[src/rtl/neuromorphic_asic_bridge_pkg.sv]
// Shared constants for the neuromorphic ASIC bridge: register offsets,
// field positions/widths, neuron count and the AXI OKAY response code.
package neuromorphic_asic_bridge_pkg;

    // Register offsets (byte addresses)
    localparam logic [8:0] ADDR_DIGIT   = 9'h000;
    localparam logic [8:0] ADDR_NET_OUT = 9'h004;
    localparam logic [8:0] ADDR_PWM_CFG = 9'h008;

    // DIGIT register field
    localparam int unsigned DIGIT_W = 16;

    // PWM_CFG register fields
    localparam int unsigned DUTY_LSB = 0;
    localparam int unsigned WIN_LSB  = 16;
    localparam int unsigned WIN_W    = 16;

    // One window unit is 2**WIN_UNIT_BITS clock cycles
    localparam int unsigned WIN_UNIT_BITS = 8;

    // Neuron spike counters
    localparam int unsigned NUM_NEURONS = 4;
    localparam int unsigned CNT_W       = 8;

    // AXI response
    localparam logic [1:0] RESP_OKAY = 2'b00;

endpackage

[src/rtl/neuromorphic_asic_bridge_spike_counter.sv]
// Per-neuron spike counter: 2-flop synchronizer, rising-edge detect and a
// saturating event counter.
// Ports:
//   clk, rst_n   - clock, async active-low reset
//   spike_raw    - asynchronous spike level from the ASIC
//   restart      - window boundary: counter restarts, an edge this cycle counts as 1
//   hold         - force the counter to 0 (window halted or reconfigured)
//   count        - live spike count
module neuromorphic_asic_bridge_spike_counter
    import neuromorphic_asic_bridge_pkg::*;
(
    input  logic             clk,
    input  logic             rst_n,
    input  logic             spike_raw,
    input  logic             restart,
    input  logic             hold,
    output logic [CNT_W-1:0] count
);

    logic sync1;
    logic sync2;
    logic sync_d;
    logic edge_c;

    // Synchronizer plus one delay stage for edge detection
    always_ff @(posedge clk or negedge rst_n) begin
        if (!rst_n) begin
            sync1  <= 1'b0;
            sync2  <= 1'b0;
            sync_d <= 1'b0;
        end else begin
            sync1  <= spike_raw;
            sync2  <= sync1;
            sync_d <= sync2;
        end
    end

    assign edge_c = sync2 & ~sync_d;

    // Saturating counter; an edge on the restart cycle belongs to the new window
    always_ff @(posedge clk or negedge rst_n) begin
        if (!rst_n) begin
            count <= '0;
        end else if (hold) begin
            count <= '0;
        end else if (restart) begin
            count <= CNT_W'(edge_c);
        end else if (edge_c && (count != {CNT_W{1'b1}})) begin
            count <= count + CNT_W'(1);
        end
    end

endmodule

[src/rtl/neuromorphic_asic_bridge_top.sv]
// AXI4-Lite slave bridging a host CPU to a neuromorphic ASIC: PWM-drives
// 16 pixel inputs and counts spikes of 4 neuron outputs per window.
// Ports:
//   S_AXI_ACLK / S_AXI_ARESETN - clock and async active-low reset
//   pwm_clk                    - pin-compatibility input, unused
//   digit                      - PWM drive to the ASIC input pixels
//   VAUXP / VAUXN              - neuron output legs (spike = P & ~N)
//   S_AXI_*                    - AXI4-Lite slave (32-bit data)
module neuromorphic_asic_bridge_top
    import neuromorphic_asic_bridge_pkg::*;
#(
    parameter int unsigned C_S_AXI_ADDR_WIDTH = 9,
    parameter int unsigned C_S_AXI_DATA_WIDTH = 32,
    parameter int unsigned PWM_BITS           = 8
)
(
    input  logic                            S_AXI_ACLK,
    input  logic                            S_AXI_ARESETN,
    input  logic                            pwm_clk,
    output logic [DIGIT_W-1:0]              digit,
    input  logic [NUM_NEURONS-1:0]          VAUXP,
    input  logic [NUM_NEURONS-1:0]          VAUXN,
    input  logic [C_S_AXI_ADDR_WIDTH-1:0]   S_AXI_AWADDR,
    input  logic                            S_AXI_AWVALID,
    output logic                            S_AXI_AWREADY,
    input  logic [C_S_AXI_DATA_WIDTH-1:0]   S_AXI_WDATA,
    input  logic [C_S_AXI_DATA_WIDTH/8-1:0] S_AXI_WSTRB,
    input  logic                            S_AXI_WVALID,
    output logic                            S_AXI_WREADY,
    output logic [1:0]                      S_AXI_BRESP,
    output logic                            S_AXI_BVALID,
    input  logic                            S_AXI_BREADY,
    input  logic [C_S_AXI_ADDR_WIDTH-1:0]   S_AXI_ARADDR,
    input  logic                            S_AXI_ARVALID,
    output logic                            S_AXI_ARREADY,
    output logic [C_S_AXI_DATA_WIDTH-1:0]   S_AXI_RDATA,
    output logic [1:0]                      S_AXI_RRESP,
    output logic                            S_AXI_RVALID,
    input  logic                            S_AXI_RREADY
);

    localparam int unsigned AW    = C_S_AXI_ADDR_WIDTH;
    localparam int unsigned DW    = C_S_AXI_DATA_WIDTH;
    localparam int unsigned WC_W  = WIN_W + WIN_UNIT_BITS;
    localparam int unsigned NET_W = NUM_NEURONS * CNT_W;

    localparam logic [1:0] SEL_DIGIT   = ADDR_DIGIT[3:2];
    localparam logic [1:0] SEL_NET_OUT = ADDR_NET_OUT[3:2];
    localparam logic [1:0] SEL_PWM_CFG = ADDR_PWM_CFG[3:2];

    wire clk   = S_AXI_ACLK;
    wire rst_n = S_AXI_ARESETN;

    // Register state
    logic [DIGIT_W-1:0]  digit_mask;
    logic [PWM_BITS-1:0] duty;
    logic [WIN_W-1:0]    win;
    logic [NET_W-1:0]    net_out;
    logic [NET_W-1:0]    live_cnt;

    // AXI channel state
    logic          awready_q;
    logic          bvalid_q;
    logic          arready_q;
    logic          rvalid_q;
    logic [DW-1:0] rdata_q;

    // PWM / window state
    logic [PWM_BITS-1:0] pc;
    logic [DIGIT_W-1:0]  digit_q;
    logic [WC_W-1:0]     wc;

    logic                   aw_mapped_c;
    logic                   ar_mapped_c;
    logic                   cfg_wr_c;
    logic                   win_active_c;
    logic                   term_c;
    logic [WC_W-1:0]        wc_last_c;
    logic [DW-1:0]          rd_mux_c;
    logic [NUM_NEURONS-1:0] spike_raw_c;

    // Byte-lane bits of the addresses, WSTRB and pwm_clk carry no information here
    logic unused_ok;
    assign unused_ok = &{1'b0, pwm_clk, S_AXI_WSTRB, S_AXI_AWADDR[1:0], S_AXI_ARADDR[1:0]};

    assign aw_mapped_c = (S_AXI_AWADDR[AW-1:4] == '0);
    assign ar_mapped_c = (S_AXI_ARADDR[AW-1:4] == '0);

    // Write channel: ready pulses one cycle after both valids, commit on that cycle
    always_ff @(posedge clk or negedge rst_n) begin
        if (!rst_n) begin
            awready_q <= 1'b0;
            bvalid_q  <= 1'b0;
        end else begin
            awready_q <= S_AXI_AWVALID && S_AXI_WVALID && !bvalid_q && !awready_q;
            if (awready_q) begin
                bvalid_q <= 1'b1;
            end else if (S_AXI_BREADY) begin
                bvalid_q <= 1'b0;
            end
        end
    end

    assign cfg_wr_c = awready_q && aw_mapped_c && (S_AXI_AWADDR[3:2] == SEL_PWM_CFG);

    // Writable registers; full-word writes, NET_OUT and unmapped ignored
    always_ff @(posedge clk or negedge rst_n) begin
        if (!rst_n) begin
            digit_mask <= '0;
            duty       <= '0;
            win        <= '0;
        end else if (awready_q && aw_mapped_c) begin
            if (S_AXI_AWADDR[3:2] == SEL_DIGIT) begin
                digit_mask <= S_AXI_WDATA[DIGIT_W-1:0];
            end
            if (S_AXI_AWADDR[3:2] == SEL_PWM_CFG) begin
                duty <= S_AXI_WDATA[DUTY_LSB +: PWM_BITS];
                win  <= S_AXI_WDATA[WIN_LSB +: WIN_W];
            end
        end
    end

    // Read data mux
    always_comb begin
        rd_mux_c = '0;
        if (ar_mapped_c) begin
            case (S_AXI_ARADDR[3:2])
                SEL_DIGIT:   rd_mux_c = DW'(digit_mask);
                SEL_NET_OUT: rd_mux_c = DW'(net_out);
                SEL_PWM_CFG: rd_mux_c = DW'(duty) | (DW'(win) << WIN_LSB);
                default:     rd_mux_c = '0;
            endcase
        end
    end

    // Read channel: ARREADY pulse captures data, RVALID holds until RREADY
    always_ff @(posedge clk or negedge rst_n) begin
        if (!rst_n) begin
            arready_q <= 1'b0;
            rvalid_q  <= 1'b0;
            rdata_q   <= '0;
        end else begin
            arready_q <= S_AXI_ARVALID && !rvalid_q && !arready_q;
            if (arready_q) begin
                rvalid_q <= 1'b1;
                rdata_q  <= rd_mux_c;
            end else if (S_AXI_RREADY) begin
                rvalid_q <= 1'b0;
            end
        end
    end

    assign S_AXI_AWREADY = awready_q;
    assign S_AXI_WREADY  = awready_q;
    assign S_AXI_BVALID  = bvalid_q;
    assign S_AXI_BRESP   = RESP_OKAY;
    assign S_AXI_ARREADY = arready_q;
    assign S_AXI_RVALID  = rvalid_q;
    assign S_AXI_RDATA   = rdata_q;
    assign S_AXI_RRESP   = RESP_OKAY;

    // Free-running PWM counter and registered pixel drive
    always_ff @(posedge clk or negedge rst_n) begin
        if (!rst_n) begin
            pc      <= '0;
            digit_q <= '0;
        end else begin
            pc      <= pc + PWM_BITS'(1);
            digit_q <= digit_mask & {DIGIT_W{pc < duty}};
        end
    end

    assign digit = digit_q;

    // Window timer: terminal count is WIN*256-1
    assign win_active_c = (win != '0);
    assign wc_last_c    = {win - WIN_W'(1), {WIN_UNIT_BITS{1'b1}}};
    assign term_c       = win_active_c && (wc == wc_last_c) && !cfg_wr_c;

    always_ff @(posedge clk or negedge rst_n) begin
        if (!rst_n) begin
            wc      <= '0;
            net_out <= '0;
        end else begin
            if (cfg_wr_c || !win_active_c || term_c) begin
                wc <= '0;
            end else begin
                wc <= wc + WC_W'(1);
            end
            if (term_c) begin
                net_out <= live_cnt;
            end
        end
    end

    assign spike_raw_c = VAUXP & ~VAUXN;

    // One counter per neuron lane
    for (genvar i = 0; i < NUM_NEURONS; i++) begin : g_neuron
        neuromorphic_asic_bridge_spike_counter u_spike_counter (
            .clk       (clk),
            .rst_n     (rst_n),
            .spike_raw (spike_raw_c[i]),
            .restart   (term_c),
            .hold      (cfg_wr_c || !win_active_c),
            .count     (live_cnt[i*CNT_W +: CNT_W])
        );
    end

endmodule

[config.mk]
export PLATFORM = sky130hd
export DESIGN_NAME = neuromorphic_asic_bridge_top
export DESIGN_NICKNAME = d
export VERILOG_FILES = /design/src/rtl/neuromorphic_asic_bridge_pkg.sv /design/src/rtl/neuromorphic_asic_bridge_spike_counter.sv /design/src/rtl/neuromorphic_asic_bridge_top.sv
export SDC_FILE = /design/constraint.sdc
export NUM_CORES = 1
export LEC_CHECK = 0
export CAP_MARGIN = 10
export CORE_ASPECT_RATIO = 1.1
export CORE_UTILIZATION = 59
export DETAILED_ROUTE_END_ITERATION = 8
export PLACE_DENSITY = 0.85
export SYNTH_ARGS = -nofsm -noshare
export SYNTH_HDL_FRONTEND = slang
export SYNTH_HIERARCHICAL = 1
export SYNTH_SLANG_ARGS = --single-unit
[constraint.sdc]
create_clock -name S_AXI_ACLK -period 8.1 [get_ports S_AXI_ACLK]
set_clock_uncertainty 0.2 [all_clocks]
set_input_delay 1.62 -clock S_AXI_ACLK [delete_from_list [all_inputs] [get_ports S_AXI_ACLK]]
set_output_delay 1.62 -clock S_AXI_ACLK [all_outputs]
set_load 0.005 [all_outputs]
# == Word level (Yosys, flattened, before mapping) ==
# Index checks and enable logic that the tools add are counted.
# word_totals
elab_cells,109
output_inout_bits,57
in_bits,70
regBits,200
# op_classes
bitwise_logic,12
magnitude_cmp,1
eq_ne,8
muxes,19
addsub,7
reduce_logical,34
# op_table
operator,count
8-bit two-way mux,12
32-bit one-hot mux with 3 select lines,1
8-bit by 1-bit adder with 8-bit output (second input constant),5
32-bit two-way mux,1
8-bit != test (second input constant),4
8-bit by 32-bit bitwise OR with 32-bit output,1
24-bit by 1-bit adder with 24-bit output (second input constant),1
24-bit == test,1
24-bit two-way mux,1
16-bit AND,1
16-bit nonzero test,1
16-bit by 1-bit subtractor with 16-bit output (second input constant),1
1-bit logical AND,13
3-bit nonzero test,4
5-bit zero test,2
8-bit less-than comparator,1
1-bit zero test,6
1-bit AND,4
4-bit AND,1
2-bit == test (second input constant),2
2-bit zero test,2
1-bit two-way mux,4
1-bit inverter,4
4-bit inverter,1
other kinds (4),7

# == Depth between registers and ports, before layout ==
# Gate-level depths: netlist (run 1).
# depth
depth_word,7
mapped_depth,13
mapped_depth_nobuf,12

# == Hierarchy ==
# Netlist (run 1), hierarchy kept.
# modules_own_cells
module,area_each_um2,cells_each,seq_area_each_um2,n_inst
neuromorphic_asic_bridge_top,7370.8,619,3903.7,1
neuromorphic_asic_bridge_spike_counter,523.0,52,275.3,4

# == Worst setup path before layout (run 1) ==
# OpenSTA, ideal clock, no wires.
# synth_timing
path_kind,input to register
startpoint,input S_AXI_AWADDR[8]
endpoint,register g_neuron[0].u_spike_counter.count[4]
t_required_ns,7.780
slack_ns,4.094
t_arrival_ns,3.686
path_buffers,0
setup_ns,0.120
stages,9
path_cell_list,nor4b_1 -> nand4b_1 -> and4_1 -> nand3_1 -> nor3_1 -> nor4bb_1 -> or2_2 -> nor2_1 -> a31o_2
# synth_via
elab_chain_cells,7
elab_cells_between_ends,9
classes_between,2 x mux; 7 x reduce/logical
# synth_rtl
element,line_no,text
start: declaration,neuromorphic_asic_bridge_top.sv:23,"input logic [C_S_AXI_ADDR_WIDTH-1:0] S_AXI_AWADDR,"
5-bit zero test (*),neuromorphic_asic_bridge_top.sv:86,assign aw_mapped_c = (S_AXI_AWADDR[AW-1:4] == '0);
1-bit logical AND (*) (2 in a row),neuromorphic_asic_bridge_top.sv:104,assign cfg_wr_c = awready_q && aw_mapped_c && (S_AXI_AWADDR[3:2] == SEL_PWM_CFG);
1-bit zero test (*),neuromorphic_asic_bridge_top.sv:178,assign term_c = win_active_c && (wc == wc_last_c) && !cfg_wr_c;
1-bit logical AND (*),neuromorphic_asic_bridge_top.sv:178,
net term_c,neuromorphic_asic_bridge_top.sv:77,logic term_c;
8-bit two-way mux,neuromorphic_asic_bridge_spike_counter.sv:46,end else if (restart) begin
8-bit two-way mux,neuromorphic_asic_bridge_spike_counter.sv:44,end else if (hold) begin
end signal: assignment,neuromorphic_asic_bridge_spike_counter.sv:47,count <= CNT_W'(edge_c);
end signal: assignment,neuromorphic_asic_bridge_spike_counter.sv:49,count <= count + CNT_W'(1);
end: declaration,neuromorphic_asic_bridge_spike_counter.sv:17,output logic [CNT_W-1:0] count
# The timed path passes the listed nets; every way through them passes the cells marked *.
# A chain may end at the register's enable or synchronous reset.

# == Final worst setup path (run 1) ==
# layout_timing
startpoint,input S_AXI_AWADDR[2]
endpoint,register net_out[31]
# layout_via
elab_chain_cells,4
# layout_rtl
element,line_no,text
2-bit == test,neuromorphic_asic_bridge_top.sv:104,
1-bit logical AND,neuromorphic_asic_bridge_top.sv:104,
1-bit zero test,neuromorphic_asic_bridge_top.sv:178,
1-bit logical AND,neuromorphic_asic_bridge_top.sv:178,
end signal: assignment,neuromorphic_asic_bridge_top.sv:191,net_out <= live_cnt;
end: declaration,neuromorphic_asic_bridge_top.sv:58,logic [NET_W-1:0] net_out;
# No other way between the ends.

==> impl_metrics.json, run 1 <==
{
  "status": "finished, final reports clean",
  "diodes": 0,
  "cp-endpoint": "net_out[31]",
  "clock_sinks": 200,
  "viasPerCell": 5.90,
  "vias": 6744,
  "routedWlPerCell_um": 17.9,
  "dieArea_mm2": 0.0165,
  "synth_cell_types": 61,
  "drc": 0,
  "rsz0062_at_grt": "false",
  "multi_input_area_mm2": 0.00406,
  "tns_ps": 0,
  "synth_cells": 827,
  "use_met3_pct": 3.80,
  "min_path_type": "reg2reg",
  "path_clk_slew_ps": 60,
  "cap_violations": 0,
  "cts_setup_buffers": 0,
  "syn2layout_area_growth_pct": 19.3,
  "start_util_pct": 60.4,
  "htreeDepth": 4,
  "ctsResizeCount": 0,
  "leakage_nw": 5.01,
  "worst_pin_slew_ps": 1070,
  "gp_congestion": 0.843,
  "path_class": "in2reg",
  "relSlewSlack_pct": 28.2,
  "ys_seq_area_share_pct": 52.9,
  "port_buffers": 113,
  "r2r_slack_ps": 4430,
  "vdd_drop_max_v": 0.000150,
  "die_w_um": 123,
  "cts_made_buffers": 17,
  "ys_warn_count": 6,
  "arrival_ps": 4270,
  "synth_edf_count": 0,
  "reg2regPathDepth": 7,
  "hold_buffers": 0,
  "grt_pass1_wl_um": 33600,
  "antenna_found_initial": 0,
  "gr-total-overflow": 0,
  "fillers": 1020,
  "fmax_mhz": 241,
  "cp_max_fo": 32,
  "cts_tree": "built",
  "ys_dominant_reg_cell": "dfrtp_1",
  "clk-insertion-delay-late_ps": 430,
  "postSynthAreaPerCell_um2": 11.4,
  "postPlaceCellArea_mm2": 0.0107,
  "min_period_ps": 4150,
  "layout-drive-gt1-share_pct": 14.8,
  "busiest_layer": "met2",
  "synthArstFlopShare_pct": 100,
  "setup_viol": 0,
  "antenna_left": 0,
  "grtUsageMet2_pct": 42.3,
  "finalHoldViolCount": 0,
  "drt_wl_total_um": 20500,
  "dp_hpwl_um": 14000,
  "required_ps": 8210,
  "r2r-start": "win[6]",
  "drt_iter0_markers": 566,
  "grtUsageMet1_pct": 35.9,
  "grt_max_degree": 84,
  "design_area_mm2": 0.0113,
  "synth_area_mm2": 0.00946,
  "rows": 48,
  "die_y_um": 135,
  "maxSlewViolCount": 0,
  "cts-root-buf": "clkbuf_16",
  "p_per_area_mw_per_mm2": 190,
  "firstDrtPassIters": 5,
  "coreArea_mm2": 0.0157,
  "grt_pass1_vias": 6632,
  "crit_path_start_kind": "primary input",
  "r2r-end": "net_out[31]",
  "crit_start": "S_AXI_AWADDR[2]",
  "grt_usage_pct": 26.3,
  "fin_crit_sh_pct": 51.3,
  "cp-end-kind": "flop",
  "regArea_mm2": 0.00500,
  "fin_nets": 1016,
  "cts_buffer_depth": 2,
  "io_pins": 127,
  "ys_ff_latch": 200,
  "holdWs_ps": 149
}
## per-layer routing
layer  share of wire, %  vias up
li1                   -     3151
met1                 44     3353
met2                 49      204
met3                4.8       36
met4                2.1        0
met5                  0        -
## sequential cells by signal, summed over array words and instances (netlist names), 8 cells and up
register	cells
duty	8
win	16
g_neuron.u_spike_counter/count	32
wc	24
digit	16
digit_mask	16
pc	8
S_AXI_RDATA	32
net_out	32
## layout by cell type (no fill, tap or decap), types with 5 or more instances in the layout
cell	netlist	routed
dfrtp_1	200	200
clkdlybuf4s50_1	0	112
nor2_1	56	56
inv_1	49	49
mux2_2	42	42
a21oi_1	38	38
nand3_1	32	32
o22ai_1	32	32
mux2_4	30	30
xor2_1	29	29
nand2_1	22	22
o21ai_0	19	19
xnor2_1	18	18
a22oi_1	17	17
and2_1	17	17
clkbuf_16	0	17
nor3_1	16	16
mux2i_1	16	16
ha_1	14	14
or3_1	13	13
nand4_1	11	11
or2_2	10	10
and3_1	8	8
buf_4	7	8
nand4b_1	7	7
nor2b_1	7	7
a211oi_1	7	7
nand3b_1	6	6
and4_1	6	6
a21o_1	6	6
nor4_1	5	5
o31ai_1	5	5
## Yosys cell counts (5+ instances only)
library cell	number	share of area, %
o31ai_1	5	0.40
nand3b_1	6	0.48
dfrtp_1	200	53
o22ai_1	32	2.1
mux2i_1	16	1.7
inv_1	49	1.9
or3_1	13	0.86
nand4_1	11	0.73
o21ai_0	19	1.0
mux2_2	42	5.0
nor2b_1	7	0.46
xnor2_1	18	1.7
mux2_4	30	4.8
nand2_1	22	0.87
nor2_1	56	2.2
clkbuf_1	23	0.91
and3_1	8	0.53
and2_1	17	1.1
nand3_1	32	1.7
nand4b_1	7	0.65
a21oi_1	38	2.0
a211oi_1	7	0.56
or2_2	10	0.66
a21o_1	6	0.48
nor3_1	16	0.85
xor2_1	29	2.7
and4_1	6	0.56
a22oi_1	17	1.3
buf_4	7	0.56
nor4_1	5	0.33
ha_1	14	1.9
## critical path, cell delays in order
cell	delay, ps
clkdlybuf4s50_1	470
nor4b_1	70
nand4b_1	170
and4_1	230
nand4b_1	110
or4b_4	600
nor2_8	580
mux2_2	400
## worst min path at each step
stage                                      startpoint                           endpoint  cells past startpoint
finish              g_neuron[2].u_spike_counter/sync1  g_neuron[2].u_spike_counter/sync2                      0
global route        g_neuron[0].u_spike_counter/sync1  g_neuron[0].u_spike_counter/sync2                      0
CTS                 g_neuron[2].u_spike_counter/sync1  g_neuron[2].u_spike_counter/sync2                      0
detailed placement  g_neuron[2].u_spike_counter/sync1  g_neuron[2].u_spike_counter/sync2                      0
global placement    g_neuron[2].u_spike_counter/sync1  g_neuron[2].u_spike_counter/sync2                      0
floorplan           g_neuron[0].u_spike_counter/sync1  g_neuron[0].u_spike_counter/sync2                      0
## area by class of cell
| class | instances | area share, % |
|---|---|---|
| clock inverters | 7 | 1.03 |
| multi-input cells | 543 | 35.9 |
| well taps | 200 | 2.22 |
| flip-flops and latches | 200 | 44.3 |
| clock buffers | 24 | 4.27 |
| inverters | 49 | 1.63 |
| repair buffers | 121 | 10.6 |
## per-stage QoR
| step | cells | worst slack, ps | utilization (%) | power, mW |
|---|---|---|---|---|
| 2_1_floorplan | 830 | 4090 | - | 1.20 |
| 5_1_grt | 1144 | 3730 | 72.0 | 2.22 |
| 6_report | 1144 | 3950 | 72.0 | 2.14 |
| 4_1_cts | 1144 | 3980 | 72.0 | 2.15 |
| 3_3_place_gp | 1113 | 3580 | 68.2 | 1.29 |
| 3_5_place_dp | 1113 | 3530 | 68.2 | 1.29 |
## power breakdown
part | internal, mW | total (mW) | leakage (nW) | switching, mW
Clock | 0.510 | 0.863 | 0.291 | 0.353
Combinational | 0.0968 | 0.233 | 1.96 | 0.136
Sequential | 1.02 | 1.05 | 2.76 | 0.0249
Total | 1.63 | 2.14 | 5.01 | 0.514
## kinds of logic after synthesis
logic type | Yosys count | synth area share (%)
buffers and inverters | 87 | 4.43
adders and majority gates | 14 | 1.85
AOI/OAI and AO/OA | 145 | 9.89
DFF | 200 | 52.9
other | 1 | 0.0396
muxes | 88 | 11.5
and+or+nand+nor | 244 | 14.9
xor gates and xnor gates | 48 | 4.52
No activity file was read; power rests on OpenSTA's default activity.
==> run 2, diff against run 1 <==
CORE_UTILIZATION = 55   (was 59)
PLACE_DENSITY = 0.8   (was 0.85)
clock period = 4.3 ns   (was 8.1 ns; I/O delays follow)
==> run 2 against run 1 <==
Effect of this change: highest routed layer unchanged; critical path depth is 2 higher; register-to-register slack worse by 3800 ps; global-route usage is 2.3 points lower; flip-flop and latch count stayed put.
==> impl_metrics.json, run 2 (synthesis gave the netlist of run 1 again) <==
{
  "fmax_mhz": 276,
  "holdCritStartpoint": "g_neuron[3].u_spike_counter/sync1",
  "cp-end-kind": "flop",
  "dieArea_mm2": 0.0177,
  "required_ps": 4420,
  "path_clk_slew_ps": 70,
  "drt_wl_total_um": 19900,
  "antenna_left": 0,
  "cts_buffer_depth": 2,
  "firstDrtPassIters": 5,
  "relSlewSlack_pct": 36.0,
  "crit_chain": "or4_4 -> or4_4 -> xnor2_2 -> a21oi_2 -> o21a_4 -> nor4bb_2 -> buf_4 -> or2_2 -> nor2_1 -> a31o_2",
  "die_w_um": 127,
  "cts_made_buffers": 17,
  "layout-drive-gt1-share_pct": 15.9,
  "min_period_ps": 3630,
  "gp_congestion": 0.835,
  "fin_crit_sh_pct": 84.4,
  "setup_viol": 0,
  "io_pins": 127,
  "pre_cts_ws_ps": 522,
  "p_per_area_mw_per_mm2": 345,
  "fillers": 1206,
  "cpLargestDelayFamily": "simple AND/OR/NAND/NOR gates",
  "hold_buffers": 0,
  "cts_tree": "built",
  "ctsResizeCount": 0,
  "die_y_um": 140,
  "multi_input_area_mm2": 0.00406,
  "grt_pass1_vias": 6506,
  "rsz0062_at_grt": "false",
  "clock_sinks": 200,
  "coreArea_mm2": 0.0166,
  "slowest_stage": "or4_4",
  "maxSlewViolCount": 0,
  "leakage_nw": 5.05,
  "viasPerCell": 5.63,
  "holdWs_ps": 153,
  "tns_ps": 0,
  "cap_violations": 0,
  "arrival_ps": 3750,
  "path_class": "reg2reg",
  "syn2layout_area_growth_pct": 20.4,
  "fin_ws_ps": 671,
  "finalHoldViolCount": 0,
  "vdd_drop_max_v": 0.000303,
  "dp_hpwl_um": 14100,
  "grt_max_degree": 115,
  "start_util_pct": 57.0,
  "slowest_delay_ps": 610,
  "crit_start": "win[5]",
  "gr-total-overflow": 0,
  "min_path_type": "reg2reg",
  "antenna_found_initial": 0,
  "clk-insertion-delay-late_ps": 430,
  "drc": 0,
  "cp_max_fo": 16,
  "fin_nets": 1029,
  "grt_pass1_wl_um": 33100,
  "final_common_cell": "dfrtp_1",
  "grt_usage_pct": 24.0,
  "layout_common_cells": "dfrtp_1 (200), clkdlybuf4s50_1 (112), nor2_1 (56)",
  "worst_pin_slew_ps": 959,
  "cts-root-buf": "clkbuf_16",
  "r2r-start": "win[5]",
  "status": "finished, final reports clean",
  "crit_top_cell": "or4_4",
  "rows": 49,
  "vias": 6673,
  "drt_iter0_markers": 491,
  "cts_setup_buffers": 0,
  "htreeDepth": 4,
  "regArea_mm2": 0.00500,
  "routedWlPerCell_um": 16.8,
  "diodes": 0,
  "port_buffers": 113,
  "cp_num_buf_inv": 1,
  "crit_path_start_kind": "flop"
}
[run 2: worst paths after layout]
path	endpoint	slack (ps)	depth (start not counted)
min in group asynchronous	g_neuron[3].u_spike_counter/count[4]	300	1
worst max register to register	g_neuron[2].u_spike_counter/count[4]	670	10
max in group asynchronous	digit[8]	2620	2
worst min-delay path	g_neuron[3].u_spike_counter/sync2	150	0
worst max-delay path	g_neuron[2].u_spike_counter/count[4]	670	10
worst min register to register	g_neuron[3].u_spike_counter/sync2	150	0
[run 2: cell type report]
| cell class | instances | area share, % |
|---|---|---|
| Sequential cell | 200 | 43.9 |
| Multi-Input combinational cell | 543 | 35.6 |
| Timing Repair Buffer | 134 | 11.6 |
| Clock buffer | 24 | 4.14 |
| Tap cell | 229 | 2.52 |
| Inverter | 49 | 1.61 |
| Clock inverter | 7 | 0.604 |
[run 2: power by group]
group / leakage, nW / switching (mW) / total (mW) / internal (mW)
registers: 2.76 / 0.0457 / 1.97 / 1.92
clock network: 0.260 / 0.663 / 1.49 / 0.825
logic: 2.03 / 0.257 / 0.471 / 0.214
total: 5.05 / 0.966 / 3.93 / 2.96
[run 2: routing by layer]
metal	up-vias	part of all wire, %	wire length, um	global-route usage, %
li1	3190	-	-	-
met2	183	49	9810	39.5
met1	3275	44	8870	32.1
met5	-	0	0	0
met3	25	4.5	898	4.61
met4	0	1.8	349	7.52
[run 2: per-stage QoR]
step	instance area [um^2]	instances	util (%)	power, mW
2_1_floorplan	9470	830	-	2.26
3_3_place_gp	10800	1155	65.3	2.46
3_5_place_dp	10800	1155	65.3	2.48
4_1_cts	11400	1186	68.6	3.96
5_1_grt	11400	1186	68.6	4.09
6_report	11400	1186	68.6	3.93
==> run 3, diff against run 2 <==
CORE_UTILIZATION = 50   (was 55)
PLACE_DENSITY = 0.77   (was 0.8)
clock period = 3 ns   (was 4.3 ns; I/O delays follow)
==> run 3 against run 2 <==
Effect of this change: the run now ends with negative setup slack left; maximum frequency up 11%; die area is 9.8% higher; first-iteration DRC count increased by 3.3%; count of clock-buffer cells in the layout is 5 lower; design area increased by 7.1%; critical path depth increased by 1.
==> impl_metrics.json, run 3 (synthesis gave the netlist of run 1 again) <==
{
  "status": "complete, but fails checks",
  "violations": "negative setup slack",
  "grt_usage_pct": 23.8,
  "dieArea_mm2": 0.0195,
  "multi_input_area_mm2": 0.00427,
  "cp_max_fo": 8,
  "io_pins": 127,
  "final_common_cell": "dfrtp_1",
  "syn2layout_area_growth_pct": 28.9,
  "htreeDepth": 4,
  "fin_ws_ps": -255,
  "crit_path_start_kind": "flop",
  "rows": 52,
  "worst_pin_slew_ps": 594,
  "path_clk_slew_ps": 70,
  "fmax_mhz": 307,
  "tns_ps": -10320,
  "crit_top_cell": "or4_4",
  "slowest_stage": "or4_4",
  "cts_tree": "built",
  "total_power_mw": 6.26,
  "drt_wl_total_um": 22400,
  "cts_buffer_depth": 2,
  "grt_pass1_wl_um": 36200,
  "met1_length_um": 9810,
  "diodes": 0,
  "cp-end-kind": "flop",
  "layout-drive-gt1-share_pct": 23.9,
  "die_y_um": 146,
  "routedWlPerCell_um": 17.9,
  "min_path_type": "reg2reg",
  "rsz0062_at_grt": "true",
  "maxSlewViolCount": 0,
  "place_inst": 1212,
  "wl_met2_um": 11400,
  "viasPerCell": 5.61,
  "clock_sinks": 200,
  "die_w_um": 133,
  "firstDrtPassIters": 4,
  "antenna_found_initial": 0,
  "cap_violations": 0,
  "vias": 7011,
  "finalHoldViolCount": 0,
  "antenna_left": 0,
  "cts-root-buf": "clkbuf_16",
  "fin_crit_sh_pct": 109,
  "crit_chain": "or4_4 -> or4_4 -> xnor2_2 -> a21oi_2 -> o21a_4 -> nor4bb_4 -> buf_6 -> buf_12 -> or2_4 -> nor2_1 -> a31o_2",
  "coreArea_mm2": 0.0185,
  "dp_hpwl_um": 15100,
  "path_class": "reg2reg",
  "arrival_ps": 3380,
  "final_cells": 1250,
  "wl_met3_um": 789,
  "design_area_mm2": 0.0122,
  "p_per_area_mw_per_mm2": 513,
  "vdd_drop_max_v": 0.000447,
  "port_buffers": 113,
  "topRoutingLayerUsed": "met4",
  "fin_nets": 1078,
  "grt_max_degree": 67,
  "postPlaceCellArea_mm2": 0.0113,
  "pre_cts_ws_ps": -237,
  "cts_made_buffers": 17,
  "fin_util_pct": 66.0,
  "start_util_pct": 51.2,
  "drt_iter0_markers": 507,
  "cp_num_buf_inv": 2,
  "clk-insertion-delay-late_ps": 430,
  "fillers": 1369,
  "relSlewSlack_pct": 60.3,
  "required_ps": 3130,
  "holdWs_ps": 155,
  "regArea_mm2": 0.00500,
  "gr-total-overflow": 0,
  "min_period_ps": 3260,
  "leakage_nw": 5.45,
  "setup_viol": 64,
  "layout_common_cells": "dfrtp_1 (200), clkdlybuf4s50_1 (112), buf_4 (52)",
  "drc": 0,
  "cpLargestDelayFamily": "simple AND/OR/NAND/NOR gates",
  "gp_congestion": 0.800,
  "grt_pass1_vias": 7109,
  "slowest_delay_ps": 610
}
-- run 3: changes by cell type in the layout (fill, tap and decap cells not counted), moves of 5 or more --
cell / change
clkbuf_1: -5
buf_6: +10
nor2_1: -6
nand2_2: +5
a21oi_2: +8
buf_12: +5
nand2_1: -5
buf_4: +33
o21ai_0: -6
a21oi_1: -8
-- run 3: path summary, 6_finish.rpt --
check                                                       start                                    to  slack [ps]  depth (start not counted)
worst min register to register  g_neuron[2].u_spike_counter/sync1     g_neuron[2].u_spike_counter/sync2         150                          0
min in group asynchronous                           S_AXI_ARESETN  g_neuron[3].u_spike_counter/count[5]         520                          2
worst min-delay path            g_neuron[2].u_spike_counter/sync1     g_neuron[2].u_spike_counter/sync2         150                          0
max in group asynchronous                           S_AXI_ARESETN                         digit_mask[5]        1380                          3
worst max-delay path                                       win[6]  g_neuron[0].u_spike_counter/count[4]        -260                         11
worst max register to register                             win[6]  g_neuron[0].u_spike_counter/count[4]        -260                         11
-- run 3: worst reg2reg max path: cells and delay by family (launching register included) --
family,cells,cell delay [ps]
AO/OA/AOI/OAI,3,550
XOR/XNOR,1,180
AND/OR/NAND/NOR,5,1540
buffers and inverters,2,300
flip-flops,1,380
-- run 3: area by class of cell --
cell class                      instances  share of cell area, %
Sequential cell                       200                   41.0
Timing Repair Buffer                  183                   14.7
Inverter                               49                   1.51
Clock inverter                         13                   1.57
Clock buffer                           19                   3.71
Multi-Input combinational cell        543                   35.0
Tap cell                              243                   2.49
-- run 3: metal layers --
metal  vias to the layer above  global-route usage, %
met5                         -                      0
met4                         0                   8.30
met3                        41                   4.72
met2                       161                   39.7
met1                      3522                   31.0
li1                       3287                      -
-- run 3: power breakdown --
group	total [mW]	switching [mW]	leakage (nW)	internal [mW]
Clock	2.48	1.03	0.318	1.45
Combinational	0.971	0.474	2.38	0.496
Sequential	2.81	0.0540	2.76	2.75
-- run 3: what timing repair did --
action	4_1_cts	5_1_grt
gates cloned	1	0
pin swaps	2	9
hold endpoints to repair	63	0
hold buffers	1	0
setup endpoints to repair	64	88
buffers inserted	3	2
gates resized for setup	15	46
==> RTL edit: new RTL, flow settings as in run 3 <==
Register the output `digit` once more, cleared by the reset; this adds one clock of latency there. The other outputs are not delayed to match.
--- a/src/rtl/neuromorphic_asic_bridge_top.sv
+++ b/src/rtl/neuromorphic_asic_bridge_top.sv
@@ -172,3 +172,9 @@
 
-    assign digit = digit_q;
+    always_ff @(posedge clk or negedge rst_n) begin
+        if (!rst_n) begin
+            digit <= '0;
+        end else begin
+            digit <= digit_q;
+        end
+    end
 
Check against the original RTL: not equivalent (Yosys sat finds a counterexample within 10 cycles, from zero or initial values and one cycle with S_AXI_ARESETN low).
==> RTL edit against run 3 <==
- the flow still finishes with violations (negative setup slack)
- combinational power shrank 13%
- setup slack improved by 130 ps
- total power rose by 10%
- sequential cell count increased by 16
- area after synthesis up 4.9%
- final area up 4.1%
- global-route usage rose by 0.71 points
- wire length is 8.8% higher
- sequential share of layout area increased by 1.5 points
- critical endpoint is now g_neuron[1].u_spike_counter/count[4]
- highest routed layer unchanged
==> RTL edit: results (changes against run 3) <==
## Outcome
* finished with violations — run status
* negative setup slack — failing checks

## Timing
* 22.5% — Slew HR, -38 points
* 147 ps — Post-Route Hold Slack, -7.97 ps
* -124 ps — final setup slack of the worst path, +131 ps
* 46 — final number of setup-violating endpoints, -28%
* -2290 ps — sum of negative setup slack, +8020 ps

## Power and ir drop
* 2.62 mW — power consumed by the clock network, +6%
* 0.456 mV — worst vdd ir, +2.0%
* 6.90 mW — post-route total power, +10%
* 49.8% — portion of total power attributed to sequential cells, +4.9 points

## Critical path
* 11 — crit path max fanout, +3
* register — endpoint class of the critical path
* win[1] — startpoint of the most critical setup path
* g_neuron[1].u_spike_counter/count[4] — reg-to-reg endpoint
* 12 — R2R depth, +1
* 470 ps — Crit path largest cell delay, -140 ps
* simple AND/OR/NAND/NOR gates — Crit path max-delay family
* 3330 ps — Crit path arrival time, -50 ps

## Route
* 477 — DRT iter0 DRCs, -5.9%
* 5.70 — post-detailed-route via-to-cell ratio, +1.6%
* 5 — iteration count of the initial detailed-routing pass, +1
* 18.0 µm — post-DR wirelength/cell, +0.12%

## GRT
* 4.07% — global routing met3 resource utilization, -0.66 points
* 7,951 — vias in the first global route, +12%
* 24.5% — gr usage total, +0.71 points
* 41.9% — Global Route met2 Usage, +2.2 points
* 30.9% — met1 demand-to-capacity share in global routing, about the same
* 39,400 µm — first-pass GRT wire length, +8.9%

## CTS
* 510 ps — clock latency at the later pin of the worst-skew pair, +80 ps
* 3 — buffer depth of the longest clock path, +1
* 23 — number of buffers created by CTS, +6
* 1 — number of levels the H-tree was split into, -3

## Final layout
* 17.3% — ratio of cells with drive above 1 in the final layout, -6.7 points
* 1,358 — final cell count without fillers, +8.6%
* 1,469 — # fillers, +7.3%
* 1,178 — final net count, +9.3%

## Synth
* dfrtp_1, mux2_4, nand2_1 — cells taking the most area after synthesis
* 10.6 µm² — mean post-synth cell area, -7.0%
* 54.4% — portion of the post-synthesis area used by sequential elements, +1.5 points
* 1.76% — adder and majority gate portion of the synthesized area, -0.087 points
* 12.3% — Compound-Gate Fraction of Synth Area, +2.4 points
* dfrtp_1, nand2_1, inv_1 — commonest cells in the netlist

## Place
* -279 ps — worst slack at placement, -41.4 ps
* 0.896 — Final GP Congestion, +12%
* 16,200 µm — half-perimeter wire length after detailed placement, +7.4%
* 1,306 — placed insts, +7.8%
* 0.0117 mm² — area post-placement, +3.9%

## Hold path
* digit[4] — endpoint with the worst hold slack
* digit_q[4] — Min-Delay Startpoint

==> RTL edit: area by class of cell <==
cell class	instances	area, µm²	area share, %
clock inverter	10	60.1	0.473
clock buffer	32	629	4.96
inverter	66	248	1.95
timing repair buffer	182	1810	14.3
sequential	216	5410	42.6
multi-input combinational	605	4230	33.3
tap	247	309	2.43
==> RTL edit: timing repair <==
item / 4_1_cts / 5_1_grt
setup endpoints to repair: 81 / 87
cloned: 1 / 2
gates resized for setup: 19 / 22
buffers inserted: 5 / 0
hold buffers: 1 / 0
pin swaps: 4 / 4
endpoints found under the hold margin: 56 / 0
==> RTL edit: worst register-to-register path, delay by kind of cell (launching register included) <==
| family | cells | cell delay [ps] |
|---|---|---|
| fa+ha+maj | 1 | 150 |
| flops | 1 | 420 |
| compound gates | 4 | 590 |
| buf+inv | 2 | 300 |
| simple gates | 5 | 1370 |
==> RTL edit: routing by layer <==
layer	share of wire [%]	wire, µm
met5	0	0
met4	3.1	757
met3	6.3	1530
met1	42	10200
met2	49	11900
